[src/rtl/div_hilo_unit.sv]
// div_hilo_unit: multi-cycle MIPS DIV/DIVU unit with HI/LO registers
// Restoring shift-subtract divider, one quotient bit per cycle.
// Quotient goes to LO and remainder to HI; MTHI/MTLO writes are accepted while idle.
// Ports:
//   clk, rst           clock, asynchronous active-high reset
//   start, is_signed   divide request and DIV(1)/DIVU(0) select, sampled in IDLE
//   A, B               dividend, divisor
//   wr_hi, wr_lo       MTHI/MTLO strobes carrying wr_data
//   busy, done         stall indicator, one-cycle completion pulse
//   div_by_zero        divide-by-zero pulse (only with DIV_ZERO_TRAP_EN)
//   hi, lo             remainder, quotient
// Optional: define DIV_ZERO_TRAP_EN to short-circuit B==0 into a div_by_zero pulse.
module div_hilo_unit #(
  parameter int W = 8
) (
  input  logic         clk,
  input  logic         rst,
  input  logic         start,
  input  logic         is_signed,
  input  logic [W-1:0] A,
  input  logic [W-1:0] B,
  input  logic         wr_hi,
  input  logic         wr_lo,
  input  logic [W-1:0] wr_data,
  output logic         busy,
  output logic         done,
  output logic         div_by_zero,
  output logic [W-1:0] hi,
  output logic [W-1:0] lo
);
  localparam int CW = $clog2(W);
  typedef enum logic [1:0] {IDLE, RUN, FIX, DONE} state_t;
  state_t state_q, state_d;
  logic [CW-1:0] cnt_q, cnt_d;
  logic [W-1:0] r_q, r_d, q_q, q_d, b_q, b_d, hi_q, hi_d, lo_q, lo_d;
  logic sa_q, sa_d, sb_q, sb_d, ge;
  logic [W:0] t, diff;
`ifdef DIV_ZERO_TRAP_EN
  logic dz_q, dz_d;
`endif
  // full W+1-bit partial remainder so large unsigned divisors stay exact
  assign t    = {r_q, q_q[W-1]};
  assign diff = t - {1'b0, b_q};
  assign ge   = t >= {1'b0, b_q};
  always_comb begin
    state_d = state_q;
    cnt_d   = cnt_q;
    r_d     = r_q;
    q_d     = q_q;
    b_d     = b_q;
    sa_d    = sa_q;
    sb_d    = sb_q;
    hi_d    = hi_q;
    lo_d    = lo_q;
`ifdef DIV_ZERO_TRAP_EN
    dz_d    = dz_q;
`endif
    case (state_q)
      IDLE: begin
        if (wr_hi) hi_d = wr_data;
        if (wr_lo) lo_d = wr_data;
`ifdef DIV_ZERO_TRAP_EN
        // a trapped divide waits one idle cycle so done lands two cycles after start
        if (dz_q) state_d = DONE;
        else if (start && B == '0) dz_d = 1'b1;
        else if (start) begin
`else
        if (start) begin
`endif
          sa_d    = is_signed & A[W-1];
          sb_d    = is_signed & B[W-1];
          q_d     = sa_d ? -A : A;
          b_d     = sb_d ? -B : B;
          r_d     = '0;
          cnt_d   = CW'(W - 1);
          state_d = RUN;
        end
      end
      RUN: begin
        q_d     = {q_q[W-2:0], ge};
        r_d     = ge ? diff[W-1:0] : t[W-1:0];
        cnt_d   = cnt_q - 1'b1;
        state_d = cnt_q == '0 ? FIX : RUN;
      end
      FIX: begin
        lo_d    = (sa_q ^ sb_q) ? -q_q : q_q;
        hi_d    = sa_q ? -r_q : r_q;
        state_d = DONE;
      end
      default: begin
`ifdef DIV_ZERO_TRAP_EN
        dz_d    = 1'b0;
`endif
        state_d = IDLE;
      end
    endcase
  end
  always_ff @(posedge clk or posedge rst) begin
    if (rst) begin
      state_q <= IDLE;
      cnt_q   <= '0;
      r_q     <= '0;
      q_q     <= '0;
      b_q     <= '0;
      sa_q    <= 1'b0;
      sb_q    <= 1'b0;
      hi_q    <= '0;
      lo_q    <= '0;
`ifdef DIV_ZERO_TRAP_EN
      dz_q    <= 1'b0;
`endif
    end else begin
      state_q <= state_d;
      cnt_q   <= cnt_d;
      r_q     <= r_d;
      q_q     <= q_d;
      b_q     <= b_d;
      sa_q    <= sa_d;
      sb_q    <= sb_d;
      hi_q    <= hi_d;
      lo_q    <= lo_d;
`ifdef DIV_ZERO_TRAP_EN
      dz_q    <= dz_d;
`endif
    end
  end
  assign busy = state_q == RUN || state_q == FIX;
  assign done = state_q == DONE;
`ifdef DIV_ZERO_TRAP_EN
  assign div_by_zero = done & dz_q;
`else
  assign div_by_zero = 1'b0;
`endif
  assign hi = hi_q;
  assign lo = lo_q;
endmodule

[config.mk]
export PLATFORM = sky130hd
export DESIGN_NAME = div_hilo_unit
export DESIGN_NICKNAME = d
export VERILOG_FILES = /design/src/rtl/div_hilo_unit.sv
export SDC_FILE = /design/constraint.sdc
export NUM_CORES = 1
export LEC_CHECK = 0
export ABC_CLOCK_PERIOD_IN_PS = 2450
export CELL_PAD_IN_SITES_DETAIL_PLACEMENT = 0
export CELL_PAD_IN_SITES_GLOBAL_PLACEMENT = 1
export CORE_ASPECT_RATIO = 1.2
export CORE_MARGIN = 5
export CORE_UTILIZATION = 35
export DETAILED_ROUTE_END_ITERATION = 16
export GPL_TIMING_DRIVEN = 0
export PLACE_DENSITY_LB_ADDON = 0.1
export RECOVER_POWER = 50
export SLEW_MARGIN = 15
export SYNTH_ARGS = -nofsm -noshare
export SYNTH_HDL_FRONTEND = slang
export SYNTH_SLANG_ARGS = --single-unit
[constraint.sdc]
create_clock -name clk -period 2.45 [get_ports clk]
set_input_delay 0.3675 -clock clk [delete_from_list [all_inputs] [get_ports clk]]
set_output_delay 0.3675 -clock clk [all_outputs]
set_load 0.01 [all_outputs]
Yosys cells after proc, flatten, opt, wreduce, memory -nomap -nowiden. Index checks and enable logic that the tools add are counted.

Flip-flop bits (word level): 47. Output and inout bits: 19.

Add/sub/neg operators: 6. Order comparisons: 1. Eq/ne operators: 6. Multiplexer cells: 18. Bitwise operators: 3. Reduce and logical (&&, ||, !) cells: 9.

Operator list (count): $mux W8 (9); $pmux W8 S2 (4); $neg A8 Y8 (4); $ge A9 B8 Y1 (1); $reduce_and A2 Y1 (4); $sub A8 B8 Y8 (1); $ne A2 B2 Y1 const B (3); $pmux W2 S3 (1); $pmux W3 S2 (1); $eq A2 B2 Y1 const B (2); $mux W2 (2); $reduce_bool A2 Y1 (2); $logic_not A3 Y1 (1); $mux W3 (1); $sub A3 B1 Y3 const B (1); $and A1 B1 Y1 (2); $eq A2 B1 Y1 const B (1); $logic_not A2 Y1 (1); $logic_or A1 B1 Y1 (1); $xor A1 B1 Y1 (1).

Longest topological paths before layout.
Depth in word-level cells: 4. Gate-level depth with buffers: 10.

Worst setup path before layout. No wires, ideal clock.

Kind: register -> register. Start point: reg q_q[7]. End point: reg r_q[6]. Setup time: 83 ps. Arrival: 1894 ps. Required time: 2367 ps. Slack: 473 ps. Cell stages (with the launch flop): 11. Path through: dfrtp_1 -> inv_1 -> ha_1 -> inv_1 -> fa_1 -> a211oi_1 -> o21bai_1 -> a21oi_1 -> xnor2_1 -> mux2i_1 -> o21ai_0.

Longest elaborated chain between the ends: 3. Elaborated cells on any way between the ends: 4. Classes of those cells: add/sub: 1; order compare: 1; mux: 2.

Ends and longest elaborated chain: from (decl) (line 35) `logic [W-1:0] r_q, r_d, q_q, q_d, b_q, b_d, hi_q, hi_d, lo_q, lo_d;`; from (signal assigned) (line 116) `q_q <= q_d;`; $sub A8 B8 Y8 or $ge A9 B8 Y1 (tied branches) (line 43, 44); $mux W8 * (line 81) `r_d = ge ? diff[W-1:0] : t[W-1:0];`; $pmux W8 S2 * (line 58) `case (state_q)`; to (signal assigned) (line 115) `r_q <= r_d;`; to (decl) (line 35).

Every way passes the cells marked *; elsewhere a longest branch is shown, timed or not. A chain may end at the register's enable or synchronous reset.

Worst setup path after layout. Ends and elaborated chain as after synthesis.

==> metrics.cfg <==
[synthesis]
yosysWarnings=0
netlist_area_um2=3110
netlist_instances=360
synth_fp_nets=410
yosys.area.top_type_share_pct=37.9
ys_seq_area_share_pct=37.9
syn_area_per_cell_um2=8.63
synthFlopType=dfrtp_1
synth_top_area_cell=dfrtp_1
synth_area_leaders=dfrtp_1, ha_1, o21ai_0, nand2_1, a21oi_1
synth_seq_cells=47
async_flop_share_pct=100
yosysUniqueCellTypes=50
synth_edf_count=0

[cells_and_area]
multi_input_area_um2=1750
antenna_cells=0
ff_latch_area_um2=1180
layout-drive-gt1-share_pct=5.78
fillerInstances=923
areaGrowthSynthToFinish_pct=22.8
fin_nets=465

[clock_tree]
cts_tree=done
clock_path_buffers=2
cts_hold_buffers=0
worstSkewPairLatency_ns=0.30
clock_sinks=47
post_cts_buffers=0
cts.repair.resized=0
numCtsBuffers=5
root_buffer=clkbuf_8
htree_levels=2
path_clk_slew_ns=0.09

[timing]
slew_viol_final=0
setup_ws_ns=0.188
timing.hold.ws_ns=0.475
fmax_mhz=442
worstMarginPinSlew_ns=0.860
hold_viol=0
rsz0062_at_grt=false
max_slew_margin_pct=42.7
post-route-min-period_ns=2.26
fin_crit_sh_pct=92.3
finClkSkew_ns=0.00565
setup-tns-final_ns=0
setup_viol=0

[setup_path]
worst-r2r-cell-count=10
r2r_start=q_q[7]
cp-end-kind=flip-flop
crit_arrival_ns=2.49
reg2reg_slack_ns=0.19
path_class=flip-flop to flip-flop
cp_data_required_time_ns=2.68
startpoint_type=flip-flop
r2r_end=r_q[6]
path_max_fanout=3

[flow_run]
cap_violations=0

[worst_hold_path]
min_to=hi[4]
hold_class=flip-flop to flip-flop
min_path_cells=2
hp-start=hi[4]

[drt]
dr.pass1.iters=4
drt_iter0_markers=58
ant_nets=0
drc_errors=0
via_per_inst=4.96
num_vias=2638
wl_um=7450
wl_per_cell_um=14.0

[floorplan]
rows=37
io_pins=49
die_height_um=113
die_x_um=96.0
die_area_um2=10900
start_util_pct=36.1
coreArea_um2=8610

[grt]
grt_pass1_vias=2673
grt_pass1_wl_um=12600
antenna_found_initial=0
grtUsageTotal_pct=14.6
grt_max_degree=34
overflow=0

[place]
hpwl_um=6040
port_buffers=47
place_congestion=0.777
dp_slack_ns=0.195

[run_status]
outcome=completed

[power_and_ir_drop]
vdd_drop_max_mv=0.332
leakage_nw=1.68
p_total_mw=4.83
powerDensity_nw_per_um2=1270

metrics by stage:
step	area, um^2	instances	util, %
6_report	3810	532	44.3
5_1_grt	3810	532	44.3
4_1_cts	3830	532	44.5
3_5_place_dp	3740	525	43.5
3_3_place_gp	3720	524	43.2
2_1_floorplan	3110	360	-
how the worst max path moves through the flow:
stage	start	to	slack, ns	depth (start not counted)
global route	state_q[1]	q_q[6]	0.02	8
CTS	q_q[7]	r_q[6]	0.15	10
global placement	rst	state_q[0]	-0.08	2
finish	q_q[7]	r_q[6]	0.19	10
detailed placement	q_q[7]	r_q[6]	0.20	10
floorplan	q_q[7]	r_q[6]	0.47	10
worst max-delay path: stages, from the launching register on:
cell,delay (ns)
dfrtp_1,0.38
inv_1,0.14
ha_1,0.20
inv_1,0.07
fa_1,0.41
a211oi_1,0.30
o21bai_1,0.14
a21oi_1,0.19
xnor2_1,0.14
mux2i_1,0.09
o21ai_0,0.14
Yosys cell counts (6+ instances only):
| cell type | n |
|---|---|
| clkbuf_1 | 9 |
| nor2_1 | 22 |
| nand2_1 | 48 |
| inv_1 | 25 |
| a211oi_1 | 9 |
| a21oi_1 | 26 |
| xnor2_1 | 14 |
| mux2i_1 | 10 |
| xor2_1 | 9 |
| or3_1 | 6 |
| o21ai_0 | 42 |
| a21o_1 | 7 |
| nand3_1 | 8 |
| dfrtp_1 | 47 |
| ha_1 | 19 |
power breakdown:
group / leakage [nW] / switching, mW / internal [mW]
registers: 0.585 / 0.305 / 1.13
clock network: 0.0470 / 0.260 / 0.222
logic: 1.05 / 1.57 / 1.34
total: 1.68 / 2.14 / 2.69
layer usage:
metal	global-route usage, %	share of wire, %	wire, um	vias up
li1	-	-	-	1374
met1	18.7	45	3390	1195
met2	24.0	47	3510	57
met3	2.39	4.3	324	12
met4	6.17	3.1	232	0
met5	0	0	0	-
final cells by class:
| cell class | instances | share of cell area (%) |
|---|---|---|
| Buffer | 16 | 2.20 |
| Clock buffer | 6 | 2.16 |
| Clock inverter | 1 | 0.131 |
| Inverter | 25 | 2.46 |
| Multi-Input combinational cell | 272 | 45.9 |
| Sequential cell | 47 | 30.8 |
| Tap cell | 117 | 3.84 |
| Timing Repair Buffer | 48 | 12.5 |
sequential cells by signal, indices dropped and copies added (netlist names):
signal,flops
sb_q,1
cnt_q,3
b_q,8
sa_q,1
lo,8
state_q,2
hi,8
q_q,8
r_q,8
kinds of logic (layout without fill, tap and decap cells):
family          count (synthesis)  in the layout  synth area share [%]
buf+inv                        41             96                  5.72
mux                            12             12                  3.95
xor+xnor                       24             24                  7.01
fa+ha+maj                      20             20                  8.30
flops                          47             47                  37.9
other cells                     1              1                 0.121
compound gates                113            113                  22.3
simple gates                  102            102                  14.7
layout by cell type (no fill, tap or decap), types with 2 or more instances in the layout:
cell,count
clkdlybuf4s50_1,37
ha_1,19
a31oi_1,3
nor3b_1,2
clkbuf_1,9
nand3_1,8
a22oi_1,2
nor2_1,22
nor2b_1,5
buf_2,2
o21ai_2,3
o21ai_0,42
inv_1,25
nand2b_1,2
nand2_1,48
a21o_1,7
o21a_1,2
or3_1,6
nor3_1,4
dfrtp_1,47
o22ai_1,2
o31ai_1,3
o311ai_1,2
xnor2_1,14
o21ai_1,2
a21oi_1,26
clkbuf_8,7
dlygate4sd3_1,10
xor2_1,9
a211oi_1,9
buf_4,3
mux2i_1,10
mux2_2,2
Note: power is estimated with default switching activity, not from simulation.
